## config.mk

```make
export PLATFORM = sky130hd
export DESIGN_NAME = muldiv_seq_ctrl
export DESIGN_NICKNAME = d
export VERILOG_FILES = /design/src/rtl/muldiv_seq_ctrl.sv
export SDC_FILE = /design/constraint.sdc
export NUM_CORES = 1
export LEC_CHECK = 0
export BUFFER_PORTS_ARGS = -buffer_cell sky130_fd_sc_hd__buf_2
export CAP_MARGIN = 10
export CORE_ASPECT_RATIO = 0.8
export CORE_MARGIN = 2
export CORE_UTILIZATION = 40
export DETAILED_ROUTE_END_ITERATION = 10
export PLACE_DENSITY = 0.65
export SETUP_SLACK_MARGIN = 0.02
export SYNTH_ARGS = -nofsm -noshare
export SYNTH_HDL_FRONTEND = slang
export SYNTH_SLANG_ARGS = --single-unit
```

## constraint.sdc

```tcl
create_clock -name clk -period 13.6 [get_ports clk]
set_input_delay 1.36 -clock clk [delete_from_list [all_inputs] [get_ports clk]]
set_output_delay 1.36 -clock clk [all_outputs]
set_load 0.05 [all_outputs]
```

## src/rtl/muldiv_seq_ctrl.sv

```systemverilog
// rtl/muldiv_seq_ctrl.sv - iterative MULT/MULTU/DIV/DIVU sequencer on one shared add/sub datapath
// Optional macro MULDIV_DIV0_FLAG_EN adds the div_zero output.
module muldiv_seq_ctrl #(
  parameter int WIDTH = 32,
  parameter int CNT_W = 6
) (
  input  logic             clk,
  input  logic             rst_n,
  input  logic             start,
  input  logic [1:0]       op,
  input  logic [WIDTH-1:0] rs,
  input  logic [WIDTH-1:0] rt,
  input  logic             flush,
  output logic             busy,
  output logic             done,
  output logic [WIDTH-1:0] hi,
  output logic [WIDTH-1:0] lo
`ifdef MULDIV_DIV0_FLAG_EN
  ,
  output logic             div_zero
`endif
);

  typedef enum logic [2:0] {
    S_IDLE, S_ABS_A, S_ABS_B, S_RUN, S_FIX_LO, S_FIX_HI, S_DONE
  } state_t;

  state_t r_state, w_next;

  logic [1:0]       r_op;
  logic [WIDTH-1:0] r_a, r_b, r_acc, r_mq, r_rs_orig, r_hi, r_lo;
  logic             r_sign_a, r_sign_b, r_div0, r_carry;
  logic [CNT_W-1:0] r_cnt;

  logic [WIDTH-1:0] w_dp_a, w_dp_b, w_dp_res, w_div_shift, w_abs_b;
  logic             w_dp_ctr, w_dp_co;
  logic [WIDTH:0]   w_dp_sum;
  logic             w_ready, w_busy, w_accept, w_is_div, w_is_signed, w_neg_q;

  // The single shared ripple add/sub: Ctr=1 subtracts, Co=1 means no borrow.
  assign w_dp_sum = {1'b0, w_dp_a} + {1'b0, (w_dp_ctr ? ~w_dp_b : w_dp_b)}
                  + {{WIDTH{1'b0}}, w_dp_ctr};
  assign w_dp_res = w_dp_sum[WIDTH-1:0];
  assign w_dp_co  = w_dp_sum[WIDTH];

  assign w_ready     = (r_state == S_IDLE) || (r_state == S_DONE);
  assign w_busy      = !w_ready;
  assign w_accept    = w_ready && start && !flush;
  assign w_is_div    = r_op[1];
  assign w_is_signed = r_op[0];
  assign w_neg_q     = r_sign_a ^ r_sign_b;
  assign w_div_shift = {r_acc[WIDTH-2:0], r_mq[WIDTH-1]};
  assign w_abs_b     = (w_is_signed && r_b[WIDTH-1]) ? w_dp_res : r_b;

  assign busy = w_busy;
  assign done = (r_state == S_DONE);
  assign hi   = r_hi;
  assign lo   = r_lo;

  always_comb begin
    w_dp_a   = '0;
    w_dp_b   = '0;
    w_dp_ctr = 1'b0;
    case (r_state)
      S_ABS_A: begin w_dp_b = r_a; w_dp_ctr = 1'b1; end
      S_ABS_B: begin w_dp_b = r_b; w_dp_ctr = 1'b1; end
      S_RUN: begin
        if (w_is_div) begin
          w_dp_a = w_div_shift; w_dp_b = r_b; w_dp_ctr = 1'b1;
        end else begin
          w_dp_a = r_acc; w_dp_b = r_a;
        end
      end
      S_FIX_LO: begin w_dp_b = r_mq; w_dp_ctr = 1'b1; end
      S_FIX_HI: begin
        if (w_is_div) begin
          w_dp_b = r_acc; w_dp_ctr = 1'b1;
        end else begin
          w_dp_a = ~r_acc; w_dp_b = {{(WIDTH-1){1'b0}}, r_carry};
        end
      end
      default: ;
    endcase
  end

  always_comb begin
    w_next = r_state;
    case (r_state)
      S_IDLE, S_DONE: w_next = w_accept ? S_ABS_A : S_IDLE;
      S_ABS_A:        w_next = S_ABS_B;
      S_ABS_B:        w_next = S_RUN;
      S_RUN:          w_next = (r_cnt == CNT_W'(WIDTH-1)) ? S_FIX_LO : S_RUN;
      S_FIX_LO:       w_next = S_FIX_HI;
      S_FIX_HI:       w_next = S_DONE;
      default:        w_next = S_IDLE;
    endcase
    if (flush && w_busy) w_next = S_IDLE;
  end

  always_ff @(posedge clk or negedge rst_n) begin
    if (!rst_n) begin
      r_state   <= S_IDLE;
      r_op      <= '0;
      r_a       <= '0;
      r_b       <= '0;
      r_acc     <= '0;
      r_mq      <= '0;
      r_rs_orig <= '0;
      r_hi      <= '0;
      r_lo      <= '0;
      r_sign_a  <= 1'b0;
      r_sign_b  <= 1'b0;
      r_div0    <= 1'b0;
      r_carry   <= 1'b0;
      r_cnt     <= '0;
    end else begin
      r_state <= w_next;
      if (w_accept) begin
        r_op      <= op;
        r_a       <= rs;
        r_b       <= rt;
        r_rs_orig <= rs;
      end
      case (r_state)
        S_ABS_A: begin
          if (w_is_signed && r_a[WIDTH-1]) r_a <= w_dp_res;
          r_sign_a <= w_is_signed && r_a[WIDTH-1];
        end
        S_ABS_B: begin
          r_b      <= w_abs_b;
          r_sign_b <= w_is_signed && r_b[WIDTH-1];
          r_div0   <= w_is_div && (r_b == '0);
          r_cnt    <= '0;
          r_acc    <= '0;
          r_mq     <= w_is_div ? r_a : w_abs_b;
        end
        S_RUN: begin
          r_cnt <= r_cnt + 1'b1;
          if (w_is_div) begin
            // A set top bit before the shift means the 33-bit remainder exceeds any divisor.
            if (w_dp_co || r_acc[WIDTH-1]) begin
              r_acc <= w_dp_res;
              r_mq  <= {r_mq[WIDTH-2:0], 1'b1};
            end else begin
              r_acc <= w_div_shift;
              r_mq  <= {r_mq[WIDTH-2:0], 1'b0};
            end
          end else if (r_mq[0]) begin
            r_acc <= {w_dp_co, w_dp_res[WIDTH-1:1]};
            r_mq  <= {w_dp_res[0], r_mq[WIDTH-1:1]};
          end else begin
            r_acc <= {1'b0, r_acc[WIDTH-1:1]};
            r_mq  <= {r_acc[0], r_mq[WIDTH-1:1]};
          end
        end
        S_FIX_LO: begin
          r_carry <= w_dp_co;
          if (w_is_div && r_div0) r_mq <= '1;
          else if (w_neg_q)       r_mq <= w_dp_res;
        end
        S_FIX_HI: begin
          if (!flush) begin
            r_lo <= r_mq;
            if (w_is_div)
              r_hi <= r_div0 ? r_rs_orig : (r_sign_a ? w_dp_res : r_acc);
            else
              r_hi <= w_neg_q ? w_dp_res : r_acc;
          end
        end
        default: ;
      endcase
    end
  end

`ifdef MULDIV_DIV0_FLAG_EN
  logic r_div_zero;
  always_ff @(posedge clk or negedge rst_n) begin
    if (!rst_n) r_div_zero <= 1'b0;
    else        r_div_zero <= (r_state == S_FIX_HI) && !flush && r_div0;
  end
  assign div_zero = r_div_zero;
`endif

endmodule
```

==> results.cfg <==
[status]
status = finished, final reports clean

[timing]
worst_pin_slew_ns = 1.206
tns_ns = 0
slew-limit-headroom = 0.1888
slew_viol_final = 0
fmax_ghz = 0.1511
rsz0062_at_grt = no
setup_viol = 0
period_needed_ns = 6.620
fin_crit_sh = 0.4868
hold_violations = 0
fin_worst_skew_ns = 0.01505
hold_slack_ns = 0.4681

[logic_synthesis]
syn_area_um2 = 16690
yosysWarnings = 0
synth-edff-count = 0
yosysUniqueCellTypes = 93
synth_top_area_share = 0.3583
synth_area_leaders = dfrtp_1 36%, nand2_1 11%, mux2i_1 5.0%, a21oi_1 4.9%, o21ai_0 4.5%
ys_ff_latch = 239
seq_area_frac_synth = 0.3583
syn-instance-count = 2114
syn_nets = 2219
synth-main-ff-cell = dfrtp_1
ys_async_sr_fraction = 1.000
syn_avg_cell_area_um2 = 7.895
yosysTopAreaCell = dfrtp_1

[layout]
nFillCells = 4129
antenna_cells = 0
mostFrequentLayoutCells = 474 x nand2_1, 238 x dfrtp_1, 164 x a21oi_1
final_common_cell = nand2_1
drive_gt1_frac = 0.1271
stdcell_area_um2 = 18630
num-nets-final = 2239
synthToLayoutAreaGrowth_pct = 11.61

[setup_path]
crit_chain = buf_4, buf_4, mux2i_1, nor2_1, a221oi_4, nor2_1, nor2_1, a21oi_1, fa_1, nor2b_1, o21bai_1, a21o_1, a31oi_1, o21ai_0, xnor2_1, o211ai_1, a21oi_1, o22a_1
slowest_stage = xnor2_1
cp_data_required_time_ns = 14.14
cp-startpoint = r_op[1]
max_stage_delay_ns = 0.93
crit_type = flip-flop to flip-flop
crit_arrival_ns = 7.16
start_kind = flip-flop
r2r_start = r_op[1]
crit_top_cell = nor2_1
end_kind = flip-flop
crit_fanout = 76

[clock_network]
cts_root_buffer = clkbuf_16
cts_setup_buffers = 0
clockBufferDepth = 3
clk_pin_slew_ns = 0.06
htree_levels = 1
ctsResizeCount = 0
cts_buffers = 29
clock_latency_ns = 0.60
clkSinkCount = 239
holdBufCountCts = 0
cts_tree = yes

[floorplan]
ios = 136
die_width_um = 232.4
core_area_um2 = 40880
rows = 66
dieArea_um2 = 43380
start_util = 0.4083
die_h_um = 186.7

[power]
finalPower_mw = 4.679
p_sw_mw = 2.481
sequentialPowerShare = 0.283
p_int_mw = 2.198
switching_share = 0.5302
ir_drop_uv = 102.7
p_clk_frac = 0.164
p_leak_nw = 8.236
pwr-share-comb = 0.553
p_per_area_nw_per_um2 = 251.2

[detailed_routing]
drcViolationCount = 0
drt_pre_antenna_iters = 7
drt_iter0_drc = 2663
ant_nets = 0
via_per_inst = 6.493
wl_per_cell_um = 26.66
wirelength_um = 71960
num_vias = 17524

[place]
port-buffer-count = 135
hpwlAfterDp_um = 49750
gp_congestion = 0.9848
place_area_um2 = 17700

[grt]
gr-total-overflow = 0
grt_pass1_vias = 16254
grt_pass1_wl_um = 106700
grt_util_all_layers = 0.3231
grt_max_degree = 90
antenna_found_initial = 0

[hold_path]
holdCritPathClass = flip-flop to flip-flop
holdCritStartpoint = lo[1]

[run]
maxCapViolCount = 0
-- through the flow --
stage	utilization	worst slack, ns	instances
floorplan	-	8.937	2114
global placement	0.4330	7.345	2647
detailed placement	0.4330	7.225	2647
CTS	0.4557	7.215	2699
global route	0.4557	6.707	2699
finish	0.4557	6.980	2699
-- per-layer routing --
layer / GRT usage / routed length, um / up-vias
li1: - / - / 7676
met1: 0.4842 / 31370 / 8448
met2: 0.4160 / 27520 / 1230
met3: 0.1271 / 10630 / 168
met4: 0.09911 / 2408 / 2
met5: 0.005580 / 33 / -
-- final timing paths --
check	to	slack (ns)	depth (start not counted)
worst max-delay path	r_mq[22]	6.98	18
worst min register to register	lo[1]	0.47	2
max in group asynchronous	r_op[1]	11.21	2
worst min-delay path	lo[1]	0.47	2
worst max register to register	r_mq[22]	6.98	18
min in group asynchronous	lo[4]	0.80	1
-- area by class of cell --
class	instances	area [um^2]	share of cell area
well taps	544	680.7	0.03654
inverters	33	123.9	0.006650
clock buffers	41	840.8	0.04514
repair buffers	176	993.5	0.05333
multi-input cells	1655	9918	0.5324
clock inverters	11	86.33	0.004635
flip-flops and latches	239	5984	0.3213
-- power groups by stage --
stage | logic [mW] | clock network (mW) | registers (mW)
6_report | 2.59 | 0.768 | 1.32
5_1_grt | 2.76 | 0.806 | 1.33
4_1_cts | 2.50 | 0.778 | 1.29
3_5_place_dp | 2.49 | 0 | 1.30
3_3_place_gp | 2.46 | 0 | 1.29
2_1_floorplan | 1.75 | 0 | 1.09
-- registers in the layout, indices dropped and copies added, names as in the netlist, 2 cells and up --
name / flops
hi: 32
lo: 32
r_a: 32
r_acc: 32
r_b: 32
r_mq: 32
r_rs_orig: 32
r_cnt: 6
r_state: 3
r_op: 2
-- cells by family (layout without fill, tap and decap cells) --
group / after synthesis / count (layout) / synth area share
AND/OR/NAND/NOR: 748 / 748 / 0.1901
AO/OA/AOI/OAI: 719 / 719 / 0.2838
flip-flops: 239 / 239 / 0.3583
buffers and inverters: 220 / 261 / 0.05165
multiplexers: 96 / 96 / 0.05855
XOR/XNOR: 57 / 57 / 0.03081
adder cells (fa/ha/maj): 35 / 35 / 0.02669
-- cells in the mapped netlist (13+ instances only) --
cell type	instances
nor4_1	13
o22ai_1	47
ha_1	34
dfrtp_1	239
a21oi_1	164
nand3_1	18
o21ai_0	149
a211oi_1	29
o211ai_1	35
nor3_1	34
nand2_1	474
mux2i_1	83
xnor2_1	45
inv_1	31
a21o_1	38
nor2_1	136
a221oi_1	19
mux2_2	13
clkbuf_1	152
buf_1	16
a22oi_1	65
a31oi_1	52
-- worst max-delay path, delay by kind of cell (launching register included) --
family | cells | cell delay (ns)
compound gates | 9 | 1.92
buf+inv | 2 | 1.60
xor+xnor | 1 | 0.93
flops | 1 | 0.71
simple gates | 4 | 0.54
fa+ha+maj | 1 | 0.50
mux | 1 | 0.27
(Power assumes the default switching activity.)
